## config.mk

```make
export PLATFORM = sky130hd
export DESIGN_NAME = fpga_pad_ring
export DESIGN_NICKNAME = d
export VERILOG_FILES = /design/src/rtl/fpga_pad_ring.sv
export SDC_FILE = /design/constraint.sdc
export NUM_CORES = 1
export LEC_CHECK = 0
export BUFFER_PORTS_ARGS = -buffer_cell sky130_fd_sc_hd__clkbuf_2
export CAP_MARGIN = 15
export CELL_PAD_IN_SITES_DETAIL_PLACEMENT = 1
export CELL_PAD_IN_SITES_GLOBAL_PLACEMENT = 1
export CORE_ASPECT_RATIO = 1.75
export CORE_UTILIZATION = 39
export DETAILED_ROUTE_END_ITERATION = 10
export HOLD_SLACK_MARGIN = 0.02
export PLACE_DENSITY = 0.74
export SETUP_SLACK_MARGIN = 0.05
export SYNTH_ARGS = -nofsm -noshare
export SYNTH_HDL_FRONTEND = slang
export SYNTH_SLANG_ARGS = --single-unit
```

## constraint.sdc

```tcl
create_clock -name clk_i -period 1.58 [get_ports clk_i]
set_clock_uncertainty 0.05 [all_clocks]
set_input_delay 0.158 -clock clk_i [delete_from_list [all_inputs] [get_ports clk_i]]
set_output_delay 0.158 -clock clk_i [all_outputs]
set_load 0.02 [all_outputs]
```

## src/rtl/fpga_pad_ring.sv

```systemverilog
// Board IO ring: per-pad synchroniser, glitch filter, registered tristate drive and PLL-lock reset sequencer.
// Define FPGA_PAD_RING_LOOPBACK_EN to add loopback_i (core_out_i looped back to core_in_o, pads released).
module fpga_pad_ring #(
    parameter int NUM_PADS    = 8,
    parameter int FILT_CYCLES = 4,
    parameter int LOCK_CYCLES = 16
) (
    input  logic                clk_i,
    input  logic                rst_i,
    input  logic                pll_locked_i,
`ifdef FPGA_PAD_RING_LOOPBACK_EN
    input  logic                loopback_i,
`endif
    output logic                rst_sys_no,
    input  logic [NUM_PADS-1:0] pad_in_i,
    output logic [NUM_PADS-1:0] pad_out_o,
    output logic [NUM_PADS-1:0] pad_oe_o,
    output logic [NUM_PADS-1:0] core_in_o,
    input  logic [NUM_PADS-1:0] core_out_i,
    input  logic [NUM_PADS-1:0] core_oe_i,
    input  logic [NUM_PADS-1:0] filt_en_i
);

    localparam int FW = $clog2(FILT_CYCLES + 1);
    localparam int LW = $clog2(LOCK_CYCLES + 1);
    localparam logic [FW-1:0] FILT_LAST = FW'(FILT_CYCLES - 1);
    localparam logic [LW-1:0] LOCK_LAST = LW'(LOCK_CYCLES - 1);

    localparam logic [1:0] S_HOLD  = 2'd0;
    localparam logic [1:0] S_WAIT  = 2'd1;
    localparam logic [1:0] S_COUNT = 2'd2;
    localparam logic [1:0] S_RUN   = 2'd3;

    logic [1:0]          r_state;
    logic [LW-1:0]       r_lock_cnt;
    logic                r_lock_m;
    logic                r_lock_s;
    logic [NUM_PADS-1:0] r_pad_m;
    logic [NUM_PADS-1:0] r_pad_s;
    logic [NUM_PADS-1:0] r_core_in;
    logic [NUM_PADS-1:0] r_pad_out;
    logic [NUM_PADS-1:0] r_pad_oe;
    logic [FW-1:0]       r_fc [NUM_PADS];
    logic [FW-1:0]       w_last [NUM_PADS];
    logic                w_run;
    logic                w_lb;

`ifdef FPGA_PAD_RING_LOOPBACK_EN
    assign w_lb = loopback_i;
`else
    assign w_lb = 1'b0;
`endif

    assign w_run      = (r_state == S_RUN);
    assign rst_sys_no = w_run;
    assign pad_out_o  = r_pad_out;
    assign pad_oe_o   = r_pad_oe;
    assign core_in_o  = r_core_in;

    always_ff @(posedge clk_i) begin
        if (rst_i) begin
            r_lock_m <= 1'b0;
            r_lock_s <= 1'b0;
            r_pad_m  <= '0;
            r_pad_s  <= '0;
        end else begin
            r_lock_m <= pll_locked_i;
            r_lock_s <= r_lock_m;
            r_pad_m  <= pad_in_i;
            r_pad_s  <= r_pad_m;
        end
    end

    // Lock must hold for LOCK_CYCLES consecutive cycles; any drop restarts the wait.
    always_ff @(posedge clk_i) begin
        if (rst_i) begin
            r_state    <= S_HOLD;
            r_lock_cnt <= '0;
        end else begin
            unique case (r_state)
                S_HOLD: r_state <= S_WAIT;
                S_WAIT: begin
                    if (r_lock_s) begin
                        r_state    <= S_COUNT;
                        r_lock_cnt <= '0;
                    end
                end
                S_COUNT: begin
                    if (!r_lock_s) begin
                        r_state <= S_WAIT;
                    end else if (r_lock_cnt == LOCK_LAST) begin
                        r_state <= S_RUN;
                    end else begin
                        r_lock_cnt <= r_lock_cnt + 1'b1;
                    end
                end
                S_RUN: begin
                    if (!r_lock_s) r_state <= S_WAIT;
                end
                default: r_state <= S_HOLD;
            endcase
        end
    end

    always_comb begin
        for (int i = 0; i < NUM_PADS; i++) begin
            w_last[i] = filt_en_i[i] ? FILT_LAST : '0;
        end
    end

    // >= so that lowering the threshold mid-count commits on the same edge.
    always_ff @(posedge clk_i) begin
        if (rst_i) begin
            r_core_in <= '0;
            for (int i = 0; i < NUM_PADS; i++) r_fc[i] <= '0;
        end else if (w_lb) begin
            r_core_in <= core_out_i;
            for (int i = 0; i < NUM_PADS; i++) r_fc[i] <= '0;
        end else begin
            for (int i = 0; i < NUM_PADS; i++) begin
                if (r_pad_s[i] == r_core_in[i]) begin
                    r_fc[i] <= '0;
                end else if (r_fc[i] >= w_last[i]) begin
                    r_core_in[i] <= r_pad_s[i];
                    r_fc[i]      <= '0;
                end else begin
                    r_fc[i] <= r_fc[i] + 1'b1;
                end
            end
        end
    end

    always_ff @(posedge clk_i) begin
        if (rst_i) begin
            r_pad_out <= '0;
            r_pad_oe  <= '0;
        end else if (w_run && !w_lb) begin
            r_pad_out <= core_out_i;
            r_pad_oe  <= core_oe_i;
        end else begin
            r_pad_out <= '0;
            r_pad_oe  <= '0;
        end
    end

endmodule

```

==> results by group, run 1 <==
Outcome
  • Status: finished, violations left
  • Failing checks: design-rule violations, negative setup slack

Global route
  • M1 GR Usage: 0.165
  • First-pass GRT wire length: 12900 um
  • Gr ovfl total: 0
  • Vias in the first global route: 2916
  • Largest net degree at the start of global routing: 17
  • Met3 GRT Util: 0.0645
  • Total GRT Usage: 0.203
  • Top Usage Layer GRT: met2
  • Initial antenna violation count: 0
  • Routing usage on met2: 0.421

Clocking
  • Clk buf depth: 2
  • CTS root buffer: clkbuf_16
  • TritonCTS clock tree: yes
  • CTS H-tree depth: 3
  • CTS Buf Count: 9
  • CTS Sinks: 73
  • Clock-pin slew on the worst setup and hold paths: 0.06 ns
  • Clock latency on the worst-skew pair: 0.34 ns

Routing
  • Antenna Violating Nets Remaining: 0
  • DRT Pass-1 Iters: 6
  • Via count: 2597
  • Remaining routing DRC violations: 4
  • Post-Route WL: 8150 um
  • 1st-iter DRT viols: 92
  • WL per Instance: 14.8 um
  • Post-DR vias/cell: 4.71

Yosys
  • Synth Register Bits: 73
  • Yosys warnings: 0
  • Syn avg cell area: 11.0 um^2
  • Synth Instances: 293
  • Compound-Gate Fraction of Synth Area: 0.0463
  • Primary FF master, synth: dfxtp_1
  • Count leader, synth: dfxtp_1
  • Share of flip-flops with an asynchronous set or reset: 0
  • Synth top cells by count: dfxtp_1, nor2_1, ha_1, inv_1, edfxtp_1
  • Share of the synthesized area in the top cell type: 0.305
  • Mux cell area share after synthesis: 0.0249
  • Post-synth EDFFs: 24
  • Area contributors post-synth: dfxtp_1, edfxtp_1, ha_1
  • Yosys cell types: 31
  • Synth Area in Simple Gates: 0.196
  • Synth area leader: dfxtp_1
  • XOR/XNOR Fraction of Synth Area: 0.0436
  • Cell Area, Synth: 3210 um^2
  • Post-synthesis adder-cell area fraction: 0.117
  • Largest family of logic cells by synthesized area: simple AND/OR/NAND/NOR gates
  • Sequential area share after synthesis: 0.529

Die
  • Starting Density: 0.404
  • Die width: 70.6 um
  • Rows: 43
  • Chip Height: 122 um
  • Die area: 8620 um^2
  • Core area: 7960 um^2
  • I/O pin count: 60

Place
  • Placed Area: 4050 um^2
  • Setup WS pre-CTS: -0.199 ns
  • Global placer's final weighted congestion: 0.740
  • IO Port Bufs: 59
  • DP HPWL: 4960 um

Worst setup path
  • Crit path largest cell delay: 0.40 ns
  • CP startpoint kind: register
  • Crit Path Max Fanout: 3
  • Worst path slowest cell: or3_4
  • CP endpoint kind: register
  • WP data required: 1.73 ns
  • CP Cell Sequence: inv_1, ha_1, nand2b_4, a211o_1, or3_4, nor2_4
  • WS Path Type: reg2reg
  • CP arrival: 1.94 ns

Timing
  • Worst slew margin: 0.627
  • Worst setup margin: -0.214 ns
  • # setup viols final: 32
  • Final hold viol count: 0
  • Worst Max-Slew Pin Slew: 0.558 ns
  • Hold WS: 0.0358 ns
  • F_max: 557 MHz
  • Final min period: 1.79 ns
  • Final Max Tran Viols: 0
  • RSZ-0062 raised after global routing: true
  • Crit share post-route: 1.14

Layout
  • Final #Nets: 521
  • Area growth from synthesis to layout: 52.3%
  • FILL cells: 847
  • Post-Layout Inst Area: 4900 um^2
  • Share of cells above drive strength 1: 0.399
  • Antenna fix cells: 0

Power and ir drop
  • Leak: 2.27 nW
  • Power density over the cells: 941 nW/um^2
  • Worst vdd rail ir drop: 891 uV

Min path
  • Hold Crit Class: in2reg

Flow run
  • Max-cap violations: 0
==> sequential cells by signal (all words and copies together), names as in the netlist <==
signal and flops:
core_in_o 8, pad_oe_o 8, pad_out_o 8, r_fc 24
r_lock_cnt 5, r_lock_m 1, r_lock_s 1, r_pad_m 8
r_pad_s 8, r_state 2
==> what timing repair did <==
| action | in CTS | in global routing |
|---|---|---|
| pin swaps | 23 | 22 |
| hold endpoints to repair | 24 | 0 |
| buffers inserted | 13 | 8 |
| hold buffers | 24 | 0 |
| gates resized for setup | 30 | 31 |
| setup endpoints to repair | 55 | 41 |
==> power by group <==
part,internal [mW],switching [mW]
sequential,2.00,0.0429
combinational,0.336,0.248
clock,1.22,0.759
total,3.56,1.05
==> final cells by class <==
| cell class | instances | area, um^2 | share of cell area |
|---|---|---|---|
| Tap cell | 90 | 113 | 0.0230 |
| Inverter | 28 | 105 | 0.0215 |
| Clock buffer | 11 | 233 | 0.0475 |
| Multi-Input combinational cell | 208 | 1690 | 0.345 |
| Timing Repair Buffer | 136 | 995 | 0.203 |
| Clock inverter | 5 | 56.3 | 0.0115 |
| Sequential cell | 73 | 1710 | 0.348 |
==> routing by layer <==
layer  routed length, um  share of wire
met1                2710           0.33
met2                4900           0.60
met3                 364          0.045
met4                 167          0.020
met5                   0              0
==> final timing paths <==
path	start	to	slack, ns	cells after the start
setup / recovery	r_fc[1][6]	r_fc[1][8]	-0.21	6
hold / removal	core_oe_i[4]	pad_oe_o[4]	0.04	2
setup reg to reg	r_fc[1][6]	r_fc[1][8]	-0.21	6
hold reg to reg	r_pad_m[5]	r_pad_s[5]	0.39	1
==> worst max-delay path: cells and delay by family (launching register included) <==
kind,cells,cell delay (ns)
AOI/OAI and AO/OA,1,0.28
and+or+nand+nor,3,0.65
DFF,1,0.39
buffers and inverters,1,0.08
adders and majority gates,1,0.22
==> logic make-up after synthesis <==
| kind of cell | count (synthesis) |
|---|---|
| buffers and inverters | 35 |
| multiplexers | 8 |
| flip-flops | 73 |
| AO/OA/AOI/OAI | 22 |
| other | 1 |
| adder cells (fa/ha/maj) | 30 |
| XOR/XNOR | 16 |
| AND/OR/NAND/NOR | 108 |
==> through the flow <==
step / TNS (ns) / cells / utilization / power [mW]
finish: -4.73 / 551 / 0.615 / 4.61
global placement: -2.33 / 498 / 0.508 / 2.47
detailed placement: -3.81 / 498 / 0.508 / 2.50
global route: -6.80 / 551 / 0.615 / 4.82
CTS: -4.32 / 547 / 0.599 / 4.61
floorplan: -2.49 / 316 / - / 2.31
==> layout by cell type, fill, tap and decap left out, types with 7 or more instances in the layout <==
cell type      instances
a211o_1                8
and2_1                16
buf_4                 39
buf_6                 13
clkbuf_16              9
clkbuf_2              59
conb_1                24
dfxtp_1               46
dlygate4sd3_1         24
edfxtp_1              24
ha_1                  26
inv_1                 27
mux2i_1                8
nand2_1                7
nand2b_4              10
nor2_1                15
nor2_2                16
nor2b_1               18
or3_4                  8
xnor2_1               16
Power figures use the tool's default switching activity.
==> run 2, diff against run 1 <==
PLACE_DENSITY = default   (was 0.74)
PLACE_DENSITY_LB_ADDON = 0.05   (was default)
==> results by group, run 2 (same netlist as run 1, synthesis figures left out) <==
Flow run
  • Max-cap violations: 0 (unchanged)

Global route
  • Vias in the first global route: 2782 (was 2916)
  • Initial antenna violation count: 0 (unchanged)
  • First-pass GRT wire length: 12200 um (was 12900 um)
  • Total GRT Usage: 0.188 (was 0.203)
  • Largest net degree at the start of global routing: 29 (was 17)
  • Gr ovfl total: 0 (unchanged)

Worst setup path
  • Crit Path Max Fanout: 3 (unchanged)
  • FF-to-FF setup slack: -0.16 ns (was -0.21 ns)
  • CP startpoint: r_fc[1][6] (unchanged)
  • CP startpoint kind: register (unchanged)
  • WP data required: 1.72 ns (was 1.73 ns)
  • CP Cell Sequence: inv_1, ha_1, nand2b_4, a211o_1, or3_4, nor2_2 (was inv_1, ha_1, nand2b_4, a211o_1, or3_4, nor2_4)
  • Crit path largest cell delay: 0.39 ns (was 0.40 ns)
  • Reg2reg path depth: 6 (unchanged)
  • Worst path slowest cell: edfxtp_1 (was or3_4)
  • CP arrival: 1.89 ns (was 1.94 ns)
  • Reg-to-reg startpoint: r_fc[1][6] (unchanged)
  • CP endpoint kind: register (unchanged)
  • WS Path Type: reg2reg (unchanged)
  • Reg-to-Reg End: r_fc[1][6] (was r_fc[1][8])

Timing
  • Final Max Tran Viols: 0 (unchanged)
  • # setup viols final: 31 (was 32)
  • F_max: 574 MHz (was 557 MHz)
  • Final min period: 1.74 ns (was 1.79 ns)
  • RSZ-0062 raised after global routing: true (unchanged)
  • Hold WS: 0.211 ns (was 0.0358 ns)
  • Final hold viol count: 0 (unchanged)
  • Worst setup margin: -0.163 ns (was -0.214 ns)
  • Crit share post-route: 1.10 (was 1.14)
  • Setup TNS: -3.79 ns (was -4.73 ns)

Min path
  • WHS Endpoint: r_lock_cnt[0] (was pad_oe_o[4])
  • Worst hold start: rst_i (was core_oe_i[4])
  • Hold Crit Depth: 3 (was 2)
  • Hold Crit Class: in2reg (unchanged)

Die
  • Rows: 43 (unchanged)
  • Starting Density: 0.404 (unchanged)
  • Die area: 8620 um^2 (unchanged)
  • Chip Height: 122 um (unchanged)
  • Core area: 7960 um^2 (unchanged)
  • I/O pin count: 60 (unchanged)
  • Die width: 70.6 um (unchanged)

Place
  • DP HPWL: 4700 um (was 4960 um)
  • Setup WS pre-CTS: -0.207 ns (was -0.199 ns)
  • IO Port Bufs: 59 (unchanged)
  • Global placer's final weighted congestion: 0.733 (was 0.740)
  • Placed Area: 4020 um^2 (was 4050 um^2)

Power and ir drop
  • Sw Pwr: 1.02 mW (was 1.05 mW)
  • Reg power frac: 0.438 (was 0.444)
  • Power density over the cells: 947 nW/um^2 (was 941 nW/um^2)
  • Net Sw Frac: 0.220 (was 0.228)
  • Worst vdd rail ir drop: 839 uV (was 891 uV)
  • Combinational fraction of design power: 0.125 (was 0.127)
  • Leak: 2.30 nW (was 2.27 nW)
  • Clock power frac: 0.438 (was 0.430)
  • P_int: 3.64 mW (was 3.56 mW)

Layout
  • Antenna fix cells: 0 (unchanged)
  • Area of the multi-input gates: 1680 um^2 (was 1690 um^2)
  • Share of cells above drive strength 1: 0.400 (was 0.399)
  • Largest register FFs: 24 (unchanged)
  • Post-layout util: 0.618 (was 0.615)
  • Area growth from synthesis to layout: 53.1% (was 52.3%)
  • FILL cells: 850 (was 847)
  • Commonest non-fill, non-tap cell in the layout: clkbuf_2 (unchanged)
  • Register cell area after layout: 1710 um^2 (unchanged)
  • Final #Nets: 523 (was 521)
  • Largest Register: r_fc (unchanged)
  • Post-Layout Inst Area: 4920 um^2 (was 4900 um^2)
  • Most frequent cells in the layout: clkbuf_2, dfxtp_1, buf_4 (unchanged)

Clocking
  • CTS H-tree depth: 3 (unchanged)
  • CTS Buf Count: 9 (unchanged)
  • CTS root buffer: clkbuf_16 (unchanged)
  • TritonCTS clock tree: yes (unchanged)
  • Clock-pin slew on the worst setup and hold paths: 0.06 ns (about the same)
  • Clock latency on the worst-skew pair: 0.33 ns (was 0.34 ns)
  • Clk buf depth: 2 (unchanged)
  • CTS Sinks: 73 (unchanged)

Outcome
  • Status: finished, violations left (unchanged)
  • Failing checks: negative setup slack (was design-rule violations, negative setup slack)

Routing
  • WL per Instance: 13.2 um (was 14.8 um)
  • Antenna Violating Nets Remaining: 0 (unchanged)
  • Via count: 2525 (was 2597)
  • Routed wl met3: 341 um (was 364 um)
  • 1st-iter DRT viols: 24 (was 92)
  • Met2 wire length: 4180 um (was 4900 um)
  • M1 WL: 2660 um (was 2710 um)
  • DRT Pass-1 Iters: 4 (was 6)
  • Highest Signal Layer: met4 (unchanged)
  • Post-Route WL: 7310 um (was 8150 um)
  • Post-DR vias/cell: 4.57 (was 4.71)
  • Remaining routing DRC violations: 0 (was 4)
-- run 2: cell count changes in the layout (fill, tap and decap cells not counted), sizes merged --
cell and change:
clkbuf +4, buf +1, clkinvlp -1, bufinv -1
dlygate4sd3 +1, clkinv -2
-- run 2: worst max-delay path, delay by kind of cell (launching register included) --
kind / cells / cell delay, ns
AND/OR/NAND/NOR: 3 / 0.58
adder cells (fa/ha/maj): 1 / 0.22
AO/OA/AOI/OAI: 1 / 0.30
buffers and inverters: 1 / 0.07
flip-flops: 1 / 0.39
-- run 2: routing by layer --
metal	global-route usage	up-vias
met2	0.374	58
li1	-	1268
met4	0.0938	0
met1	0.170	1190
met3	0.0513	9
met5	0	-
-- run 2: final cells by class --
| cell class | instances | share of cell area |
|---|---|---|
| Sequential cell | 73 | 0.347 |
| Multi-Input combinational cell | 208 | 0.342 |
| Timing Repair Buffer | 138 | 0.205 |
| Clock buffer | 15 | 0.0610 |
| Tap cell | 90 | 0.0229 |
| Inverter | 28 | 0.0214 |
| Clock inverter | 1 | 0.00102 |
-- run 2: timing repair --
item | 4_1_cts | 5_1_grt
setup buffers | 12 | 11
resized for setup | 32 | 23
hold endpoints to repair | 25 | 0
pin swaps | 23 | 19
hold buffers | 25 | 0
setup endpoints to repair | 54 | 55
-- run 2: through the flow --
stage	std cells	total power, mW
6_report	553	4.66
5_1_grt	553	4.87
4_1_cts	544	4.68
3_5_place_dp	494	2.49
3_3_place_gp	494	2.47
2_1_floorplan	316	2.31
-- run 2: worst max path at each step --
stage / to / slack [ns] / cells past startpoint
2_1_floorplan: r_fc[0][5] / -0.13 / 6
3_3_place_gp: r_fc[1][10] / -0.12 / 6
5_1_grt: r_state[1] / -0.24 / 7
4_1_cts: r_fc[1][9] / -0.17 / 6
6_report: r_fc[1][6] / -0.16 / 6
3_5_place_dp: r_fc[0][3] / -0.21 / 6
-- run 2: power by group through the flow --
stage               Clock (mW)  Combinational (mW)  Sequential [mW]
global route              2.18               0.644             2.05
CTS                       2.11               0.538             2.04
floorplan                    0               0.227             2.08
global placement             0               0.397             2.08
detailed placement           0               0.413             2.08
finish                    2.04               0.581             2.04
